--- src/rtl/calc1.sv ---
// calc1: four-port unsigned integer calculator, one private datapath per port.
// Ports: c_clk, reset[1:7] (sync, any bit high resets), reqN_cmd_in[0:3],
// reqN_data_in[0:31], out_respN[0:1], out_dataN[0:31] for N = 1..4.

// calc1_lane: one requester's command/operand capture, ALU and output delay.
// Ports: clk, rst, cmd_in, data_in in; resp, data out (registered).
module calc1_lane (
    input  logic        clk,
    input  logic        rst,
    input  logic [0:3]  cmd_in,
    input  logic [0:31] data_in,
    output logic [0:1]  resp,
    output logic [0:31] data
);

    typedef enum logic {
        S_CMD,
        S_OPND
    } state_t;

    state_t      state;
    state_t      state_nxt;
    logic [0:3]  cmd_q;
    logic [0:31] op1_q;
    logic [0:32] sum;
    logic [0:1]  res_resp;
    logic [0:31] res_data;

    // Three stages between the operand edge and the output register.
    logic [0:1]  resp_p [0:2];
    logic [0:31] data_p [0:2];

    always_comb begin
        state_nxt = state;
        res_resp  = 2'd0;
        res_data  = 32'd0;
        sum       = {1'b0, op1_q} + {1'b0, data_in};
        unique case (state)
            S_CMD: begin
                if (cmd_in != 4'd0)
                    state_nxt = S_OPND;
            end
            S_OPND: begin
                // cmd_in is ignored here: this cycle only carries op2.
                state_nxt = S_CMD;
                case (cmd_q)
                    4'd1: begin
                        if (sum[0]) begin
                            res_resp = 2'd2;
                        end else begin
                            res_resp = 2'd1;
                            res_data = sum[1:32];
                        end
                    end
                    4'd2: begin
                        if (data_in > op1_q) begin
                            res_resp = 2'd2;
                        end else begin
                            res_resp = 2'd1;
                            res_data = op1_q - data_in;
                        end
                    end
                    4'd5: begin
                        res_resp = 2'd1;
                        res_data = op1_q << data_in[27:31];
                    end
                    4'd6: begin
                        res_resp = 2'd1;
                        res_data = op1_q >> data_in[27:31];
                    end
                    default: begin
                        res_resp = 2'd2;
                    end
                endcase
            end
        endcase
    end

    always_ff @(posedge clk) begin
        if (rst) begin
            state     <= S_CMD;
            cmd_q     <= 4'd0;
            op1_q     <= 32'd0;
            resp_p[0] <= 2'd0;
            resp_p[1] <= 2'd0;
            resp_p[2] <= 2'd0;
            data_p[0] <= 32'd0;
            data_p[1] <= 32'd0;
            data_p[2] <= 32'd0;
            resp      <= 2'd0;
            data      <= 32'd0;
        end else begin
            state <= state_nxt;
            if (state == S_CMD && cmd_in != 4'd0) begin
                cmd_q <= cmd_in;
                op1_q <= data_in;
            end
            resp_p[0] <= res_resp;
            data_p[0] <= res_data;
            resp_p[1] <= resp_p[0];
            data_p[1] <= data_p[0];
            resp_p[2] <= resp_p[1];
            data_p[2] <= data_p[1];
            resp      <= resp_p[2];
            data      <= data_p[2];
        end
    end

endmodule

module calc1 (
    input  logic        c_clk,
    input  logic [1:7]  reset,
    input  logic [0:3]  req1_cmd_in,
    input  logic [0:3]  req2_cmd_in,
    input  logic [0:3]  req3_cmd_in,
    input  logic [0:3]  req4_cmd_in,
    input  logic [0:31] req1_data_in,
    input  logic [0:31] req2_data_in,
    input  logic [0:31] req3_data_in,
    input  logic [0:31] req4_data_in,
    output logic [0:1]  out_resp1,
    output logic [0:1]  out_resp2,
    output logic [0:1]  out_resp3,
    output logic [0:1]  out_resp4,
    output logic [0:31] out_data1,
    output logic [0:31] out_data2,
    output logic [0:31] out_data3,
    output logic [0:31] out_data4
);

    logic rst;

    assign rst = |reset;

    calc1_lane u_lane1 (
        .clk    (c_clk),
        .rst    (rst),
        .cmd_in (req1_cmd_in),
        .data_in(req1_data_in),
        .resp   (out_resp1),
        .data   (out_data1)
    );

    calc1_lane u_lane2 (
        .clk    (c_clk),
        .rst    (rst),
        .cmd_in (req2_cmd_in),
        .data_in(req2_data_in),
        .resp   (out_resp2),
        .data   (out_data2)
    );

    calc1_lane u_lane3 (
        .clk    (c_clk),
        .rst    (rst),
        .cmd_in (req3_cmd_in),
        .data_in(req3_data_in),
        .resp   (out_resp3),
        .data   (out_data3)
    );

    calc1_lane u_lane4 (
        .clk    (c_clk),
        .rst    (rst),
        .cmd_in (req4_cmd_in),
        .data_in(req4_data_in),
        .resp   (out_resp4),
        .data   (out_data4)
    );

endmodule

--- config.mk ---
export PLATFORM = sky130hd
export DESIGN_NAME = calc1
export DESIGN_NICKNAME = d
export VERILOG_FILES = /design/src/rtl/calc1.sv
export SDC_FILE = /design/constraint.sdc
export NUM_CORES = 2
export LEC_CHECK = 0
export CAP_MARGIN = 20
export CORE_ASPECT_RATIO = 1.2
export CORE_MARGIN = 4
export CORE_UTILIZATION = 55
export CTS_CLUSTER_DIAMETER = 120
export DETAILED_ROUTE_END_ITERATION = 12
export PLACE_DENSITY_LB_ADDON = 0.05
export SLEW_MARGIN = 30
export SYNTH_ARGS = -nofsm -noshare
export SYNTH_HDL_FRONTEND = slang
export SYNTH_SLANG_ARGS = --single-unit
--- constraint.sdc ---
create_clock -name c_clk -period 9.92 [get_ports c_clk]
set_clock_uncertainty 0.15 [all_clocks]
set_input_delay 1.488 -clock c_clk [delete_from_list [all_inputs] [get_ports c_clk]]
set_output_delay 1.488 -clock c_clk [all_outputs]
set_load 0.01 [all_outputs]
==> results.toml <==
[status]
run_status = "finished, final reports clean"

[logic_synthesis]
synth.cell_area_mm2 = 0.0471
dominant_combinational_cell_family_by_area_after_synthesis = "compound AO/OA/AOI/OAI gates"
yosys_warnings = 0
synthesis.nets = 6570
postSynth.asyncResetShare_pct = 0
synth_fa_ha_area_share_pct = 7.35
synth-edff-count = 0
post_synthesis_simple_gate_area_fraction_pct = 21.8
register_area_share_after_synthesis_pct = 29.4
synth_xor_xnor_area_share_pct = 2.45
ys.flop_type = "dfxtp_1"
synth_area_per_cell_um2 = 7.67
synthMuxAreaShare_pct = 8.34
synth_cell_type_count = 95
number_of_instances_in_the_synthesized_netlist = 6146
total_of_flip_flops_plus_latches_after_synthesis = 692
synth-compound-area-share_pct = 24.6

[worst_setup_path]
worstPathRequired_ps = 10330
timing.critical_path.to_type = "flip-flop"
path_class = "input port to flip-flop"
startpoint_type = "input port"
worst-endpoint-arrival_ps = 6450
crit_fanout = 79

[routing]
drc = 0
route.final.wire_length_um = 171000
drtPass1Iterations = 6
dr_total_vias = 46900
avgRoutedWirePerCell_um = 23.4
drtIter0Drc = 5404
post_drt_via_cell_ratio = 6.42
drtAntennaViolNets = 0

[clock_network]
cts_resized = 0
tritoncts = "built"
cts_max_path_buffers = 3
clock_insertion_delay_worst_skew_ps = 660
post-cts-setup-buffers = 0
clock_sink_count = 692
cts_root_buffer = "clkbuf_16"
numCtsBuffers = 76
htreeDepth = 3
cts-hold-fix-buffers = 0
worst_setup_hold_path_clk_slew_ps = 60

[floorplanning]
standard_cell_core_area_mm2 = 0.0849
floorplan.die.height_um = 329
dieWidth_um = 275
top_level_ports = 288
rows = 117
die-area_mm2 = 0.0904
start_util_pct = 55.5

[final_layout]
fillerInstances = 7734
multiInputGateArea_mm2 = 0.0305
mostFrequentLayoutCells = "dfxtp_1, nand2_1, a21oi_1"
sequential_cell_area_mm2 = 0.0139
final_standard_cell_area_without_fillers_mm2 = 0.0528
mostFrequentLayoutCell = "dfxtp_1"
stdcell_count = 7306
layout.nets = 6536
area_growth_pct = 12.0
final_core_util_pct = 62.2
drive_gt1_share_pct = 6.51

[pwr]
vdd.ir_drop.worst_uv = 158
post-layout-total-power_mw = 6.54
cellLeakagePower_nw = 22.5
powerDensity_mw_per_mm2 = 124

[sta]
finalSetupViolations = 0
worst_slew_margin_rel_pct = 26.6
fin_worst_hold_slack_ps = 274
fraction_of_the_cycle_the_final_worst_path_needs_pct = 60.9
grt_setup_unrepaired = "no"
hold_violations = 0
finalMaxSlewViolations = 0
worstMarginPinSlew_ps = 1090
worst_slack_ps = 3880
final.min_clock_period_ps = 6040
timing.fmax_mhz = 166
totalNegativeSetupSlack_ps = 0

[global_routing]
gr-total-overflow = 0
track_usage_pct = 36.3
grt_first_pass_wirelength_um = 259000
grt_pass1_vias = 43100
antenna_found_initial = 9
grt_max_degree = 268

[worst_hold_path]
hold_path_class = "flip-flop to flip-flop"

[placement]
placement.cell_area_mm2 = 0.0501
port-buffer-count = 287
dp_worst_setup_slack_ps = 3470
gp_routability_congestion = 1.04
place.detailed.instances = 7164
hpwl_um = 126000

[job]
max_cap_viol_count = 0
[per-layer routing]
layer  share of wire [%]  track usage, %  wire, um
met2                  45            58.7     77300
met5               0.023               0        40
met3                 8.3            5.43     14300
met1                  41            47.4     69500
met4                 5.9            17.7     10000
[layout make-up]
class	count	share of cell area (%)
Inverter	284	2.02
Clock inverter	41	1.13
Tap cell	1130	2.68
Multi-Input combinational cell	4709	57.7
Antenna cell	4	0.0190
Sequential cell	692	26.2
Clock buffer	97	3.94
Timing Repair Buffer	349	6.21
[power by group]
group | switching [mW] | internal, mW | total [mW] | leakage (nW)
registers | 0.00590 | 2.78 | 2.79 | 5.57
clock network | 1.25 | 1.80 | 3.05 | 1.29
logic | 0.464 | 0.245 | 0.709 | 15.7
total | 1.72 | 4.82 | 6.54 | 22.5
[sequential cells by signal, summed over array words and instances, names as in the netlist, 6 cells and up]
name	cells
u_lane1.data	32
u_lane1.data_p	96
u_lane1.op1_q	32
u_lane1.resp_p	6
u_lane2.data	32
u_lane2.data_p	96
u_lane2.op1_q	32
u_lane2.resp_p	6
u_lane3.data	32
u_lane3.data_p	96
u_lane3.op1_q	32
u_lane3.resp_p	6
u_lane4.data	32
u_lane4.data_p	96
u_lane4.op1_q	32
u_lane4.resp_p	6
[cells in the mapped netlist (32+ instances only)]
| library cell | n | share of area, % |
|---|---|---|
| buf_1 | 48 | 0.38 |
| mux2i_1 | 179 | 3.8 |
| mux4_2 | 65 | 3.1 |
| buf_2 | 39 | 0.41 |
| mux2_2 | 60 | 1.4 |
| a21o_1 | 65 | 1.0 |
| nand3_1 | 77 | 0.82 |
| o21ai_0 | 331 | 3.5 |
| xnor2_1 | 110 | 2.0 |
| dfxtp_1 | 692 | 29 |
| ha_1 | 264 | 7.0 |
| and3_1 | 430 | 5.7 |
| clkbuf_1 | 370 | 2.9 |
| a211oi_1 | 86 | 1.4 |
| o22ai_1 | 114 | 1.5 |
| a21oi_1 | 627 | 6.7 |
| a221oi_1 | 42 | 0.78 |
| o211ai_1 | 48 | 0.76 |
| nor4_1 | 35 | 0.46 |
| a31oi_1 | 98 | 1.3 |
| nand2b_1 | 101 | 1.3 |
| nand2_1 | 679 | 5.4 |
| o21bai_1 | 67 | 1.1 |
| nor2_1 | 598 | 4.8 |
| nor3_1 | 87 | 0.92 |
| nor2b_1 | 49 | 0.65 |
| o31ai_1 | 33 | 0.53 |
| a22oi_1 | 32 | 0.51 |
| inv_1 | 274 | 2.2 |
[final timing paths]
check	startpoint	slack (ps)	cells after the start	end
setup / recovery	req4_data_in[28]	3880	13	u_lane4.data_p[0][29]$_SDFF_PP0_
hold / removal	u_lane1.data_p[2][28]$_SDFF_PP0_	270	1	u_lane1.data[3]$_SDFF_PP0_
setup reg to reg	u_lane3.op1_q[31]$_SDFFE_PP0P_	5230	13	u_lane3.data_p[0][27]$_SDFF_PP0_
hold reg to reg	u_lane1.data_p[2][28]$_SDFF_PP0_	270	1	u_lane1.data[3]$_SDFF_PP0_
[critical path: stages]
cell,delay [ps]
buf_2,70
buf_4,570
clkinv_1,760
ha_1,680
o2111ai_1,190
a21o_1,220
a211oi_1,460
o21ai_0,380
a21o_1,610
nor2_1,430
inv_1,110
o221a_1,260
o22ai_1,140
[logic make-up (layout without fill, tap and decap cells)]
kind of cell    after synthesis  after routing
flops                       692            692
buf+inv                     745            771
other cells                   0              4
mux                         304            304
simple gates               2172           2172
fa+ha+maj                   272            272
compound gates             1829           1829
xor+xnor                    132            132
Note: power is estimated with default switching activity, not from simulation.
